===== src/rtl/id_stage_pkg.sv =====
// Shared decode constants for the ID stage: opcodes,
// function codes, ALU sub-op and result-class encodings.
package id_stage_pkg;

  localparam logic [5:0] OP_SPECIAL = 6'h00;
  localparam logic [5:0] OP_ANDI    = 6'h0C;
  localparam logic [5:0] OP_ORI     = 6'h0D;
  localparam logic [5:0] OP_XORI    = 6'h0E;
  localparam logic [5:0] OP_LUI     = 6'h0F;

  localparam logic [5:0] FN_SLL = 6'h00;
  localparam logic [5:0] FN_SRL = 6'h02;
  localparam logic [5:0] FN_SRA = 6'h03;
  localparam logic [5:0] FN_AND = 6'h24;
  localparam logic [5:0] FN_OR  = 6'h25;
  localparam logic [5:0] FN_XOR = 6'h26;
  localparam logic [5:0] FN_NOR = 6'h27;

  typedef enum logic [7:0] {
    EXE_NOP_OP = 8'h00,
    EXE_SRL_OP = 8'h02,
    EXE_SRA_OP = 8'h03,
    EXE_AND_OP = 8'h24,
    EXE_OR_OP  = 8'h25,
    EXE_XOR_OP = 8'h26,
    EXE_NOR_OP = 8'h27,
    EXE_LUI_OP = 8'h5C,
    EXE_SLL_OP = 8'h7C
  } aluop_e;

  typedef enum logic [2:0] {
    EXE_RES_NOP   = 3'd0,
    EXE_RES_LOGIC = 3'd1,
    EXE_RES_SHIFT = 3'd2
  } alusel_e;

endpackage


===== src/rtl/id_stage_decode.sv =====
// Combinational decoder for the logic-imm, logic-reg and
// shift subset; flags anything else as illegal.
module id_stage_decode
  import id_stage_pkg::*;
#(
  parameter int DATA_W    = 32,
  parameter int ADDR_W    = 5,
  parameter int LUI_SHIFT = 16
) (
  input  logic [31:0]       inst_i,
  output logic [7:0]        aluop_o,
  output logic [2:0]        alusel_o,
  output logic              re1_o,
  output logic              re2_o,
  output logic [ADDR_W-1:0] raddr1_o,
  output logic [ADDR_W-1:0] raddr2_o,
  output logic [DATA_W-1:0] imm1_o,
  output logic [DATA_W-1:0] imm2_o,
  output logic [ADDR_W-1:0] waddr_o,
  output logic              wreg_o,
  output logic              illegal_o
);

  logic [5:0]        op;
  logic [5:0]        fn;
  logic [ADDR_W-1:0] rs;
  logic [ADDR_W-1:0] rt;
  logic [ADDR_W-1:0] rd;
  logic [DATA_W-1:0] zimm;
  logic [DATA_W-1:0] sa;
  logic              wen;

  assign op   = inst_i[31:26];
  assign fn   = inst_i[5:0];
  assign rs   = ADDR_W'(inst_i[25:21]);
  assign rt   = ADDR_W'(inst_i[20:16]);
  assign rd   = ADDR_W'(inst_i[15:11]);
  assign zimm = DATA_W'(inst_i[15:0]);
  assign sa   = DATA_W'(inst_i[10:6]);

  always_comb begin
    aluop_o   = EXE_NOP_OP;
    alusel_o  = EXE_RES_NOP;
    re1_o     = 1'b0;
    re2_o     = 1'b0;
    raddr1_o  = '0;
    raddr2_o  = '0;
    imm1_o    = '0;
    imm2_o    = '0;
    waddr_o   = '0;
    wen       = 1'b0;
    illegal_o = 1'b0;
    unique case (1'b1)
      op == OP_ORI,
      op == OP_ANDI,
      op == OP_XORI: begin
        re1_o    = 1'b1;
        raddr1_o = rs;
        imm2_o   = zimm;
        waddr_o  = rt;
        wen      = 1'b1;
        alusel_o = EXE_RES_LOGIC;
        unique case (1'b1)
          op == OP_ANDI: aluop_o = EXE_AND_OP;
          op == OP_XORI: aluop_o = EXE_XOR_OP;
          default:       aluop_o = EXE_OR_OP;
        endcase
      end
      op == OP_LUI: begin
        imm2_o   = zimm << LUI_SHIFT;
        waddr_o  = rt;
        wen      = 1'b1;
        alusel_o = EXE_RES_LOGIC;
        aluop_o  = EXE_OR_OP;
      end
      op == OP_SPECIAL: begin
        unique case (1'b1)
          fn == FN_AND, fn == FN_OR,
          fn == FN_XOR, fn == FN_NOR: begin
            re1_o    = 1'b1;
            re2_o    = 1'b1;
            raddr1_o = rs;
            raddr2_o = rt;
            waddr_o  = rd;
            wen      = 1'b1;
            alusel_o = EXE_RES_LOGIC;
            aluop_o  = fn;
          end
          fn == FN_SLL, fn == FN_SRL,
          fn == FN_SRA: begin
            re2_o    = 1'b1;
            raddr2_o = rt;
            imm1_o   = sa;
            waddr_o  = rd;
            wen      = 1'b1;
            alusel_o = EXE_RES_SHIFT;
            unique case (1'b1)
              fn == FN_SRL: aluop_o = EXE_SRL_OP;
              fn == FN_SRA: aluop_o = EXE_SRA_OP;
              default:      aluop_o = EXE_SLL_OP;
            endcase
          end
          default: illegal_o = 1'b1;
        endcase
      end
      default: illegal_o = 1'b1;
    endcase
  end

  // $0 is hardwired, so any write aimed at it is dropped here.
  assign wreg_o = wen & (waddr_o != '0);

endmodule


===== src/rtl/id_stage.sv =====
// ID stage: decode, EX/MEM forwarding, load-use stall and
// the ID/EX register behind a valid/ready handshake.
module id_stage
  import id_stage_pkg::*;
#(
  parameter int DATA_W    = 32,
  parameter int ADDR_W    = 5,
  parameter int PC_W      = 32,
  parameter int LUI_SHIFT = 16
) (
  input  logic              clk,
  input  logic              rst,
  input  logic              in_valid,
  output logic              in_ready,
  input  logic [PC_W-1:0]   pc_i,
  input  logic [31:0]       inst_i,
  output logic              reg1_read_o,
  output logic              reg2_read_o,
  output logic [ADDR_W-1:0] reg1_addr_o,
  output logic [ADDR_W-1:0] reg2_addr_o,
  input  logic [DATA_W-1:0] reg1_data_i,
  input  logic [DATA_W-1:0] reg2_data_i,
  input  logic              ex_wreg_i,
  input  logic [ADDR_W-1:0] ex_waddr_i,
  input  logic [DATA_W-1:0] ex_wdata_i,
  input  logic              ex_is_load_i,
  input  logic              mem_wreg_i,
  input  logic [ADDR_W-1:0] mem_waddr_i,
  input  logic [DATA_W-1:0] mem_wdata_i,
  input  logic              flush_i,
  output logic              out_valid,
  input  logic              out_ready,
  output logic [PC_W-1:0]   pc_o,
  output logic [7:0]        aluop_o,
  output logic [2:0]        alusel_o,
  output logic [DATA_W-1:0] reg1_data_o,
  output logic [DATA_W-1:0] reg2_data_o,
  output logic [ADDR_W-1:0] waddr_o,
  output logic              wreg_o,
  output logic              illegal_o
);

  logic [7:0]        d_aluop;
  logic [2:0]        d_alusel;
  logic              d_re1;
  logic              d_re2;
  logic [ADDR_W-1:0] d_ra1;
  logic [ADDR_W-1:0] d_ra2;
  logic [DATA_W-1:0] d_imm1;
  logic [DATA_W-1:0] d_imm2;
  logic [ADDR_W-1:0] d_waddr;
  logic              d_wreg;
  logic              d_illegal;

  id_stage_decode #(
    .DATA_W   (DATA_W),
    .ADDR_W   (ADDR_W),
    .LUI_SHIFT(LUI_SHIFT)
  ) u_dec (
    .inst_i   (inst_i),
    .aluop_o  (d_aluop),
    .alusel_o (d_alusel),
    .re1_o    (d_re1),
    .re2_o    (d_re2),
    .raddr1_o (d_ra1),
    .raddr2_o (d_ra2),
    .imm1_o   (d_imm1),
    .imm2_o   (d_imm2),
    .waddr_o  (d_waddr),
    .wreg_o   (d_wreg),
    .illegal_o(d_illegal)
  );

  assign reg1_read_o = rst & d_re1;
  assign reg2_read_o = rst & d_re2;
  assign reg1_addr_o = rst ? d_ra1 : '0;
  assign reg2_addr_o = rst ? d_ra2 : '0;

  function automatic logic [DATA_W-1:0] sel_op(
    input logic              re,
    input logic [ADDR_W-1:0] addr,
    input logic [DATA_W-1:0] imm,
    input logic [DATA_W-1:0] rf,
    input logic              ex_we,
    input logic [ADDR_W-1:0] ex_a,
    input logic [DATA_W-1:0] ex_d,
    input logic              mem_we,
    input logic [ADDR_W-1:0] mem_a,
    input logic [DATA_W-1:0] mem_d
  );
    if (!re)                         return imm;
    else if (addr == '0)             return '0;
    else if (ex_we && ex_a == addr)  return ex_d;
    else if (mem_we && mem_a == addr) return mem_d;
    else                             return rf;
  endfunction

  logic [DATA_W-1:0] op1;
  logic [DATA_W-1:0] op2;
  logic              hazard;
  logic              capture;

  assign op1 = sel_op(d_re1, d_ra1, d_imm1, reg1_data_i,
                      ex_wreg_i, ex_waddr_i, ex_wdata_i,
                      mem_wreg_i, mem_waddr_i, mem_wdata_i);
  assign op2 = sel_op(d_re2, d_ra2, d_imm2, reg2_data_i,
                      ex_wreg_i, ex_waddr_i, ex_wdata_i,
                      mem_wreg_i, mem_waddr_i, mem_wdata_i);

  // Loaded data is not ready until MEM, so forwarding cannot cover it.
  assign hazard = in_valid & ex_is_load_i & ex_wreg_i &
                  ((d_re1 & (d_ra1 != '0) & (d_ra1 == ex_waddr_i)) |
                   (d_re2 & (d_ra2 != '0) & (d_ra2 == ex_waddr_i)));

  logic valid_q, valid_d;

  assign in_ready = rst & ~hazard & ~flush_i & (~valid_q | out_ready);
  assign capture  = in_valid & in_ready;

  logic [PC_W-1:0]   pc_q, pc_d;
  logic [7:0]        aluop_q, aluop_d;
  logic [2:0]        alusel_q, alusel_d;
  logic [DATA_W-1:0] r1_q, r1_d;
  logic [DATA_W-1:0] r2_q, r2_d;
  logic [ADDR_W-1:0] waddr_q, waddr_d;
  logic              wreg_q, wreg_d;
  logic              ill_q, ill_d;

  always_comb begin
    valid_d  = valid_q;
    pc_d     = pc_q;
    aluop_d  = aluop_q;
    alusel_d = alusel_q;
    r1_d     = r1_q;
    r2_d     = r2_q;
    waddr_d  = waddr_q;
    wreg_d   = wreg_q;
    ill_d    = ill_q;
    if (flush_i) begin
      valid_d = 1'b0;
    end else if (capture) begin
      valid_d  = 1'b1;
      pc_d     = pc_i;
      aluop_d  = d_aluop;
      alusel_d = d_alusel;
      r1_d     = op1;
      r2_d     = op2;
      waddr_d  = d_waddr;
      wreg_d   = d_wreg;
      ill_d    = d_illegal;
    end else if (out_ready) begin
      valid_d = 1'b0;
    end
  end

  always_ff @(posedge clk or negedge rst) begin
    if (!rst) begin
      valid_q  <= 1'b0;
      pc_q     <= '0;
      aluop_q  <= '0;
      alusel_q <= '0;
      r1_q     <= '0;
      r2_q     <= '0;
      waddr_q  <= '0;
      wreg_q   <= 1'b0;
      ill_q    <= 1'b0;
    end else begin
      valid_q  <= valid_d;
      pc_q     <= pc_d;
      aluop_q  <= aluop_d;
      alusel_q <= alusel_d;
      r1_q     <= r1_d;
      r2_q     <= r2_d;
      waddr_q  <= waddr_d;
      wreg_q   <= wreg_d;
      ill_q    <= ill_d;
    end
  end

  assign out_valid   = valid_q;
  assign pc_o        = pc_q;
  assign aluop_o     = aluop_q;
  assign alusel_o    = alusel_q;
  assign reg1_data_o = r1_q;
  assign reg2_data_o = r2_q;
  assign waddr_o     = waddr_q;
  assign wreg_o      = wreg_q;
  assign illegal_o   = ill_q;

endmodule


===== config.mk =====
export PLATFORM = sky130hd
export DESIGN_NAME = id_stage
export DESIGN_NICKNAME = d
export VERILOG_FILES = /design/src/rtl/id_stage_pkg.sv /design/src/rtl/id_stage_decode.sv /design/src/rtl/id_stage.sv
export SDC_FILE = /design/constraint.sdc
export NUM_CORES = 1
export LEC_CHECK = 0
export BUFFER_PORTS_ARGS = -buffer_cell sky130_fd_sc_hd__buf_2
export CELL_PAD_IN_SITES_DETAIL_PLACEMENT = 1
export CELL_PAD_IN_SITES_GLOBAL_PLACEMENT = 1
export CORE_ASPECT_RATIO = 0.75
export CORE_MARGIN = 10
export CORE_UTILIZATION = 37
export CTS_BUF_LIST = sky130_fd_sc_hd__clkbuf_8
export CTS_CLUSTER_DIAMETER = 40
export DETAILED_ROUTE_END_ITERATION = 12
export HOLD_SLACK_MARGIN = 0.06
export PLACE_DENSITY_LB_ADDON = 0.1
export SLEW_MARGIN = 10
export SYNTH_ARGS = -nofsm -noshare
export SYNTH_HDL_FRONTEND = slang
export SYNTH_HIERARCHICAL = 1
export SYNTH_SLANG_ARGS = --single-unit

===== constraint.sdc =====
create_clock -name clk -period 3.2 [get_ports clk]
set_clock_uncertainty 0.2 [all_clocks]
set_input_delay 0.16 -clock clk [delete_from_list [all_inputs] [get_ports clk]]
set_output_delay 0.16 -clock clk [all_outputs]
set_load 0.05 [all_outputs]

# Yosys cells after proc, flatten, opt, wreduce, memory -nomap -nowiden
# Cells that the tools add are included.
[word_totals] input_bits=210 register_bits=115 elab_cells=97 out_inout_bits=128
[classes] mux=35 n_eq_ne=16 reduce_logical=18 n_bitwise=19
[op_table] operator="$mux 32" count=8
[op_table] operator="$pmux 32 s2" count=1
[op_table] operator="$mux 5" count=8
[op_table] operator="$eq 5x5->1" count=6
[op_table] operator="$eq 6x4->1 const B" count=4
[op_table] operator="$eq 6x6->1 const B" count=4
[op_table] operator="$pmux 8 s3" count=1
[op_table] operator="$pmux 5 s2" count=2
[op_table] operator="$pmux 8 s2" count=1
[op_table] operator="$reduce_bool 5->1" count=3
[op_table] operator="$and 1x1->1" count=14
[op_table] operator="$pmux 7 s2" count=1
[op_table] operator="$eq 6x2->1 const B" count=2
[op_table] operator="$logic_not 6->1" count=2
[op_table] operator="$pmux 2 s2" count=3
[op_table] operator="$logic_not 5->1" count=2
[op_table] operator="$reduce_or 4->1" count=2
[op_table] operator="$mux 1" count=7
[op_table] operator="$reduce_or 7->1" count=1
[op_table] operator="$pmux 1 s2" count=3
[op_table] operator="$reduce_or 3->1" count=2
[op_table] operator="$logic_and 1x1->1" count=4
[op_table] operator="$not 1->1" count=3
[op_table] operator="$reduce_bool 3->1" count=1
[op_table] operator="2 further kinds" count=3

# Depth between registers and ports, before layout
# Gate-level depths: netlist of run 1.
[depth] ltp_word=16 mapped_depth=12 ltp_nobuf=8

# By module
# Netlist of run 1, hierarchy kept.
[by_module_without_submodules] module="id_stage" instances=1 area_each_um2=7505.9 seq_area_each_um2=2877.8 cells_per_inst=795
[by_module_without_submodules] module="id_stage_decode" instances=1 area_each_um2=888.4 seq_area_each_um2=0.0 cells_per_inst=127

# Worst setup path before layout of run 1
# Ideal clock, no wire load.
[synth_path] path_type="input port to output port" from="in inst_i[0]" to="out in_ready" t_required_ns=2.840 setup_slack_ns=0.030 cell_stages=10 path_buffers=2 arrival_time_ns=2.810 path_cell_list="nor2b_1 o21ai_1 buf_2 and3_1 or4_1 o21a_1 nand4_1 clkbuf_1 nand2_1 a41oi_1"
[synth_via] elab_chain_len=13 word_cells_on_any_way=31 cone_classes="8 x eq/ne; 8 x mux; 10 x bitwise; 5 x reduce/logical"
[synth_rtl] item="start: declaration" line="id_stage.sv:16" source="input logic [31:0] inst_i,"
[synth_rtl] item="$eq 6x2->1 (tied with other cells)" line="id_stage_decode.sv:90" source="fn == FN_SRA: begin"
[synth_rtl] item="$reduce_or 7->1 (no source line) *"
[synth_rtl] item="$mux 5 *" line="id_stage_decode.sv:77" source="unique case (1'b1)"
[synth_rtl] item="$mux 5 *" line="id_stage_decode.sv:53" source="unique case (1'b1)"
[synth_rtl] item="named net d_ra2[4]" line="id_stage.sv:48" source="logic [ADDR_W-1:0] d_ra2;"
[synth_rtl] item="$reduce_bool 5->1" line="id_stage.sv:113" source="(d_re2 & (d_ra2 != '0) & (d_ra2 == ex_waddr_i)));"
[synth_rtl] item="$and 1x1->1" line="id_stage.sv:113"
[synth_rtl] item="$and 1x1->1 *" line="id_stage.sv:113"
[synth_rtl] item="$or 1x1->1 *" line="id_stage.sv:112" source="((d_re1 & (d_ra1 != '0) & (d_ra1 == ex_waddr_i)) |"
[synth_rtl] item="$and 1x1->1 *" line="id_stage.sv:111" source="assign hazard = in_valid & ex_is_load_i & ex_wreg_i &"
[synth_rtl] item="$not 1->1 *" line="id_stage.sv:117" source="assign in_ready = rst & ~hazard & ~flush_i & (~valid_q | out_ready);"
[synth_rtl] item="$and 1x1->1 * (3 in a row)" line="id_stage.sv:117"
[synth_rtl] item="end: declaration" line="id_stage.sv:14" source="output logic in_ready,"
# Mark *: on every way through the listed nets, which the timed path passes. The rest lies on a longest branch.

# Worst setup path after layout of run 1
[layout_path] from="in inst_i[16]" to="reg r2_q[2], in the netlist reg2_data_o[2]"
[layout_via] elab_chain_len=13 word_cells_on_any_way=23 cone_classes="3 x eq/ne; 6 x mux; 9 x bitwise; 5 x reduce/logical"
[layout_rtl] item="$mux 5 *" line="id_stage_decode.sv:77"
[layout_rtl] item="$mux 5 *" line="id_stage_decode.sv:53"
[layout_rtl] item="named net d_ra2[0]" line="id_stage.sv:48"
[layout_rtl] item="$reduce_bool 5->1" line="id_stage.sv:113"
[layout_rtl] item="$and 1x1->1 (2 in a row)" line="id_stage.sv:113"
[layout_rtl] item="$or 1x1->1" line="id_stage.sv:112"
[layout_rtl] item="$and 1x1->1" line="id_stage.sv:111"
[layout_rtl] item="$not 1->1" line="id_stage.sv:117"
[layout_rtl] item="$and 1x1->1 (3 in a row)" line="id_stage.sv:117"
[layout_rtl] item="$and 1x1->1" line="id_stage.sv:118" source="assign capture = in_valid & in_ready;"
[layout_rtl] item="$reduce_and 2->1 (no source line)"
[layout_rtl] item="end signal: assignment" line="id_stage.sv:173" source="r2_q <= r2_d;"
[layout_rtl] item="end: declaration" line="id_stage.sv:124" source="logic [DATA_W-1:0] r2_q, r2_d;"
# Marks and branches as above.
# A chain may end at the register's enable or synchronous reset.

==> flow_summary.toml, run 1 <==
[critical_path]
crit_arrival_ps = 3300
rrSetupSlack_ps = 730
path_cells = "dlygate4sd3_1 > buf_2 > and3_1 > or4_1 > o21a_1 > nand4_1 > buf_4 > buf_6 > a31oi_1 > a31oi_1 > dlygate4sd3_1"
critPathMaxFanout = 31
timing.rr.start = "out_valid"
critPathKind = "in -> reg"
crit_required_ps = 3390
cp-end-kind = "flop"
ff2ff_path_depth = 6
crit_path_start_kind = "input port"
r2r-end = "reg2_data_o[2]"
slowest_stage = "dlygate4sd3_1"
cpPeakStageDelay_ps = 570

[logic_synthesis]
synth_edf_count = 0
synth-seq-cells = 115
synth_warnings = 6
syn_inst = 922
synth.avg_cell_area_um2 = 9.10
synth_ff_type = "dfrtp_1"
postSynth.asyncResetShare_pct = 100
synth.distinct_cells = 47
syn_area_um2 = 8390
ys_seq_area_share_pct = 34.3

[clock_tree]
cts_buffer_depth = 2
cts_max_level = 4
numCtsBuffers = 17
clock-sinks = 115
clkLatencyLatePin_ps = 450
cts_tree = "built"
clk_pin_slew_ps = 80
cts-root-buf = "clkbuf_8"

[route]
highest_layer = "met5"
wl_met2_um = 20500
wire_per_inst_um = 25.5
via_count = 9739
drc = 0
drtAntennaViolNets = 0
dr.pass1.iters = 5
routed_wl_um = 43100
m1WireLength_um = 17600
wl_met3_um = 3760
drt-vias-per-instance = 5.76
drt_iter0_markers = 812

[global_routing]
grt_overflow_total = 0
antenna_found_initial = 10
grt_start_max_net_pins = 56
grt_pass1_wl_um = 64100
grt_pass1_vias = 10500
grt_usage_pct = 27.9

[outcome]
status = "complete, no violations"

[floorplanning]
coreArea_um2 = 22200
die_area_um2 = 29200
row_count = 47
start_util_pct = 37.9
die_w_um = 194
ios = 338
fp.dieH_um = 150

[place]
gp_congestion = 0.866
numPortBuffers = 337
numPlacedInstances = 1521
dp.final_hpwl_um = 29300
dpl-instance-area_um2 = 10600

[pwr]
pwr-share-seq_pct = 33.9
leakage_uw = 0.00572
comb_power_share_pct = 39.5
internal_power_uw = 3010
power_density_nw_per_um2 = 438
total_power_uw = 5410
ir_drop_mv = 0.203
switching_share_pct = 44.4
clockPowerShare_pct = 26.6
switchingPower_uw = 2400

[worst_hold_path]
min_to = "reg1_data_o[22]"
min_path_cells = 4
holdCritPathClass = "in -> reg"
min_from = "reg1_data_i[22]"

[cells_and_area]
layoutNonFillerInstCount = 1690
fin_nets = 1585
syn2layout_area_growth_pct = 47.2
design_area_um2 = 12400
drive_above_1_share_pct = 33.9

[timing]
fmax_mhz = 322
grt_setup_unrepaired = "false"
slew-limit-headroom_pct = 48.5
tns_ps = 0
min_period_over_period_pct = 97.1
layout_min_cycle_time_ps = 3110
tightest_slew_ps = 773
finalHoldViolations = 0
slew_violations = 0
setup_viol = 0
timing.hold.ws_ps = 76.7

[run]
cap_viol_max_count = 0
==> power groups by stage <==
stage / sequential [uW] / combinational (uW) / clock (uW)
floorplan: 2710 / 463 / 0
global placement: 1850 / 1970 / 0
detailed placement: 1860 / 1990 / 0
CTS: 1830 / 2100 / 1460
global route: 1870 / 2250 / 1530
finish: 1840 / 2140 / 1440
==> final cells by class <==
type,instances,area (um^2)
antenna,8,20.0
clock buffer,17,234
clock inverter,15,158
fill,2639,9820
inverter,4,15.0
multi-input combinational,700,4960
sequential,115,2880
tap,294,368
timing repair buffer,537,3720
==> worst max path at each step <==
stage	from	slack (ps)	cells after the start	endpoint
2_1_floorplan	inst_i[0]	30	10	in_ready
3_3_place_gp	inst_i[5]	-10	11	reg2_data_o[0]
3_5_place_dp	inst_i[5]	-80	11	reg2_data_o[0]
4_1_cts	inst_i[5]	70	11	reg2_data_o[30]
5_1_grt	inst_i[4]	3	16	reg1_data_o[6]
6_report	inst_i[16]	90	11	reg2_data_o[2]
==> what timing repair did <==
action                                  4_1_cts  5_1_grt
endpoints found under the hold margin       165        0
hold buffers                                122        0
setup buffers                                 0        4
endpoints found under the setup margin        0       16
resized for setup                             0       15
==> layer usage <==
| metal | vias up | track usage, % |
|---|---|---|
| met5 | - | 0 |
| met2 | 487 | 45.3 |
| met1 | 4848 | 35.1 |
| met3 | 64 | 7.93 |
| met4 | 4 | 9.79 |
| li1 | 4336 | - |
==> cells by family after synthesis <==
group                     synth area share, %
other                                  0.0447
muxes                                    6.71
AOI/OAI and AO/OA                        24.2
and+or+nand+nor                          23.7
xor gates and xnor gates                 2.09
buffers and inverters                    9.03
DFF                                      34.3
==> cells in the mapped netlist (10+ instances only) <==
cell type  count  area share, %
and2_1        39            2.9
xor2_1        18            1.9
and3_1        89            6.6
mux2_1        49            6.6
dfrtp_1      115             34
a31oi_1      128            9.5
buf_6         10            1.3
nand2b_1      65            4.8
buf_2         12           0.72
nand3_1       64            3.8
o311ai_1      14            1.5
clkbuf_1      65            2.9
o311ai_0      50            5.2
a21boi_0      64            5.7
buf_4         31            2.8
nor2b_1       38            2.8
==> layout by cell type (no fill, tap or decap), drive strengths merged <==
| master | netlist | final |
|---|---|---|
| diode | 0 | 8 |
| nor2 | 4 | 4 |
| a21oi | 1 | 1 |
| o21ai | 2 | 2 |
| and2 | 40 | 40 |
| nand2 | 5 | 5 |
| mux2 | 50 | 50 |
| nand3b | 1 | 1 |
| nand4 | 1 | 1 |
| conb | 1 | 29 |
| clkinvlp | 0 | 3 |
| a21o | 3 | 3 |
| nor2b | 38 | 38 |
| and4bb | 2 | 2 |
| nand2b | 65 | 65 |
| or2 | 1 | 1 |
| bufinv | 0 | 2 |
| clkinv | 0 | 7 |
| o21a | 4 | 4 |
| or4 | 4 | 4 |
| inv | 4 | 7 |
| xnor2 | 2 | 2 |
| buf | 66 | 412 |
| a32oi | 1 | 1 |
| a21boi | 64 | 64 |
| a41oi | 2 | 2 |
| o311ai | 64 | 64 |
| clkbuf | 65 | 20 |
| a31oi | 128 | 128 |
| a32o | 5 | 5 |
| o31ai | 4 | 4 |
| xor2 | 18 | 18 |
| dlygate4sd3 | 0 | 122 |
| dfrtp | 115 | 115 |
| nor4 | 4 | 4 |
| nand3 | 64 | 64 |
| and3 | 90 | 90 |
| nor3 | 2 | 2 |
| and3b | 1 | 1 |
| o21bai | 1 | 1 |
==> metrics by stage <==
| stage | setup WS [ps] | utilization, % |
|---|---|---|
| finish | 91.5 | 55.7 |
| global route | 3.48 | 55.7 |
| CTS | 66.2 | 54.9 |
| detailed placement | -84.0 | 47.7 |
| global placement | -14.3 | 47.7 |
| floorplan | 30.4 | - |
==> sequential cells by signal, summed over array words and instances (netlist names) <==
register and cells:
aluop_o 8, reg2_data_o 32, out_valid 1, wreg_o 1, pc_o 32, waddr_o 5, reg1_data_o 32, alusel_o 3
illegal_o 1
==> worst max-delay path, delay by kind of cell <==
kind,cells,cell delay [ps]
buf+inv,5,1730
simple gates,3,880
compound gates,3,510
No activity file was read; power rests on OpenSTA's default activity.
==> run 2, diff against run 1 <==
--- a/config.mk
+++ b/config.mk
@@ -5,12 +5,13 @@
 export SDC_FILE = /design/constraint.sdc
 export NUM_CORES = 1
 export LEC_CHECK = 0
+export ABC_AREA = 1
 export BUFFER_PORTS_ARGS = -buffer_cell sky130_fd_sc_hd__buf_2
 export CELL_PAD_IN_SITES_DETAIL_PLACEMENT = 1
 export CELL_PAD_IN_SITES_GLOBAL_PLACEMENT = 1
 export CORE_ASPECT_RATIO = 0.75
 export CORE_MARGIN = 10
-export CORE_UTILIZATION = 37
+export CORE_UTILIZATION = 33
 export CTS_BUF_LIST = sky130_fd_sc_hd__clkbuf_8
 export CTS_CLUSTER_DIAMETER = 40
 export DETAILED_ROUTE_END_ITERATION = 12
==> run 2 against run 1 <==
  * Register-to-register slack better by 20 ps
  * Sequential power shrank 8%
  * Global-route usage fell by 0.40 points
  * Fmax rose by 1.7%
  * Critical path type unchanged
==> flow_summary.toml, run 2 <==
[global_routing]
grt_pass1_vias = 11900
grt_overflow_total = 0
grt_start_max_net_pins = 128
grt_usage_pct = 27.5
grt_pass1_wl_um = 69400
antenna_found_initial = 5

[pwr]
comb_power_share_pct = 35.8
switchingPower_uw = 1960
switching_share_pct = 41.5
pwr-share-seq_pct = 36.0
leakage_uw = 0.00785
internal_power_uw = 2760
ir_drop_mv = 0.248
clockPowerShare_pct = 28.2
power_density_nw_per_um2 = 361

[logic_synthesis]
synth_warnings = 6
syn_inst = 1402
synthDominantCellAreaShare_pct = 34.1
synth_mux_area_share_pct = 0
synth_fa_ha_area_share_pct = 0
yosys.area_share.simple_pct = 51.0
synth_xor_area_share_pct = 0.415
synth_common_cells = "nand2_1 (680), nand3_1 (208), inv_1 (129), dfrtp_1 (115), nor2_1 (70)"
synth_edf_count = 0
synthTopCellsByArea = "dfrtp_1 (34%), nand2_1 (30%), nand3_1 (12%)"
ys_seq_area_share_pct = 34.1
syn_area_um2 = 8450
postSynth.asyncResetShare_pct = 100
synth_area_leader_cell = "dfrtp_1"
synth.avg_cell_area_um2 = 6.03
post-synth-top-count-cell = "nand2_1"
synth_compound_area_share_pct = 1.16
synth-seq-cells = 115
synth.distinct_cells = 31
synth_ff_type = "dfrtp_1"
synth_top_family_by_area = "simple AND/OR/NAND/NOR gates"

[clock_tree]
clk_pin_slew_ps = 80
cts-root-buf = "clkbuf_8"
numCtsBuffers = 17
cts_tree = "built"
cts_max_level = 4
cts_buffer_depth = 2
clkLatencyLatePin_ps = 450
clock-sinks = 115

[critical_path]
critPathKind = "in -> reg"
crit_required_ps = 3340
crit_arrival_ps = 3200
r2r-end = "reg1_data_o[29]"
crit_path_start_kind = "input port"
critPathMaxFanout = 31
cp-end-kind = "flop"
rrSetupSlack_ps = 750
timing.rr.start = "out_valid"
ff2ff_path_depth = 9

[floorplanning]
start_util_pct = 33.7
die_area_um2 = 32500
die_w_um = 205
row_count = 50
coreArea_um2 = 25100
fp.dieH_um = 159
ios = 338

[timing]
slew-limit-headroom_pct = 35.6
slew_violations = 0
finalHoldViolations = 0
fmax_mhz = 327
grt_setup_unrepaired = "false"
timing.hold.ws_ps = 98.4
layout_min_cycle_time_ps = 3060
tightest_slew_ps = 965
setup_viol = 0
tns_ps = 0
min_period_over_period_pct = 95.5

[cells_and_area]
fin_util_pct = 52.1
drive_above_1_share_pct = 23.5
multiInputGateArea_um2 = 4600
fin_nets = 2137
layout_common_cells = "nand2_1 (680), buf_2 (336), dlygate4sd3_1 (211)"
layout_commonest_cell = "nand2_1"
design_area_um2 = 13100
filler_cell_count = 3426
regArea_um2 = 2880
syn2layout_area_growth_pct = 54.7

[route]
routed_wl_um = 45500
drtAntennaViolNets = 0
via_count = 11300
wire_per_inst_um = 20.0
dr.pass1.iters = 5
drc = 0
drt_iter0_markers = 679
drt-vias-per-instance = 4.94

[place]
dp.final_hpwl_um = 31700
numPortBuffers = 337
gp_congestion = 0.881
dpl-instance-area_um2 = 10500

[worst_hold_path]
holdCritPathClass = "in -> reg"
min_path_cells = 7
min_to = "reg2_data_o[17]"
min_from = "inst_i[1]"

[run]
cap_viol_max_count = 0

[outcome]
status = "complete, no violations"
[run 2: cell count changes in the layout (fill, tap and decap cells not counted), sizes merged, moves of 37 or more]
cell,before,now
nand2,5,685
nand3,64,212
inv,7,148
a31oi,128,0
and3,90,0
dlygate4sd3,122,211
nor2,4,85
nand2b,65,0
a21boi,64,0
o311ai,64,0
mux2,50,0
and2,40,0
nor2b,38,0
buf,412,375
[run 2: routing by layer]
layer,track usage [%],wire length (um)
met5,0,7
met4,8.83,1170
met3,6.17,3230
met2,45.8,21800
met1,34.6,19300
[run 2: logic make-up (layout without fill, tap and decap cells)]
group | count (synthesis) | count (layout)
DFF | 115 | 115
xor gates and xnor gates | 4 | 4
other | 1 | 32
buffers and inverters | 252 | 762
AOI/OAI and AO/OA | 11 | 11
and+or+nand+nor | 1019 | 1019
[run 2: final cells by class]
type	instances	share of cell area (%)
timing repair buffer	586	32.6
inverter	144	4.15
tap	338	3.23
multi-input combinational	1063	35.2
clock inverter	15	1.02
antenna	3	0.0574
clock buffer	17	1.79
sequential	115	22.0
[run 2: worst max-delay path, stage by stage]
cell and delay [ps]:
buf_2 110, nor2_4 170, nand2_2 110, nor2_8 180
inv_4 80, o21ai_4 170, inv_2 150, nor2_4 170
nor2_1 70, nor2_1 220, inv_2 70, nor2_4 110
nand3_1 70, nand2_1 160, nand2_1 150, nand2_2 130
nor2_4 60, buf_12 170, nand2_1 70, nand2_1 50
dlygate4sd3_1 550
[run 2: stage by stage]
step	instances	setup slack, ps	total power, uW
2_1_floorplan	1430	672	2660
3_3_place_gp	2030	229	3170
3_5_place_dp	2030	146	3180
4_1_cts	2273	135	4720
5_1_grt	2281	21.7	4950
6_report	2281	144	4720
[run 2: power groups by stage]
stage | Combinational [uW] | Clock, uW | Sequential (uW)
global route | 1800 | 1430 | 1720
global placement | 1450 | 0 | 1710
floorplan | 394 | 0 | 2270
detailed placement | 1460 | 0 | 1720
finish | 1690 | 1330 | 1700
CTS | 1660 | 1370 | 1690
[run 2: how the worst max path moves through the flow]
stage	start	to	slack [ps]
after floorplan	inst_i[28]	waddr_o[2]	670
after global placement	inst_i[28]	reg2_data_o[6]	230
after detailed placement	inst_i[27]	reg2_data_o[6]	150
after CTS	inst_i[27]	out_valid	140
after global routing	inst_i[4]	reg2_data_o[15]	20
final	inst_i[31]	reg1_data_o[29]	140
[run 2: what timing repair did]
item	in CTS	in global routing
hold buffers	211	0
setup endpoints to repair	0	12
buffers inserted	0	5
hold endpoints to repair	227	0
resized for setup	0	7
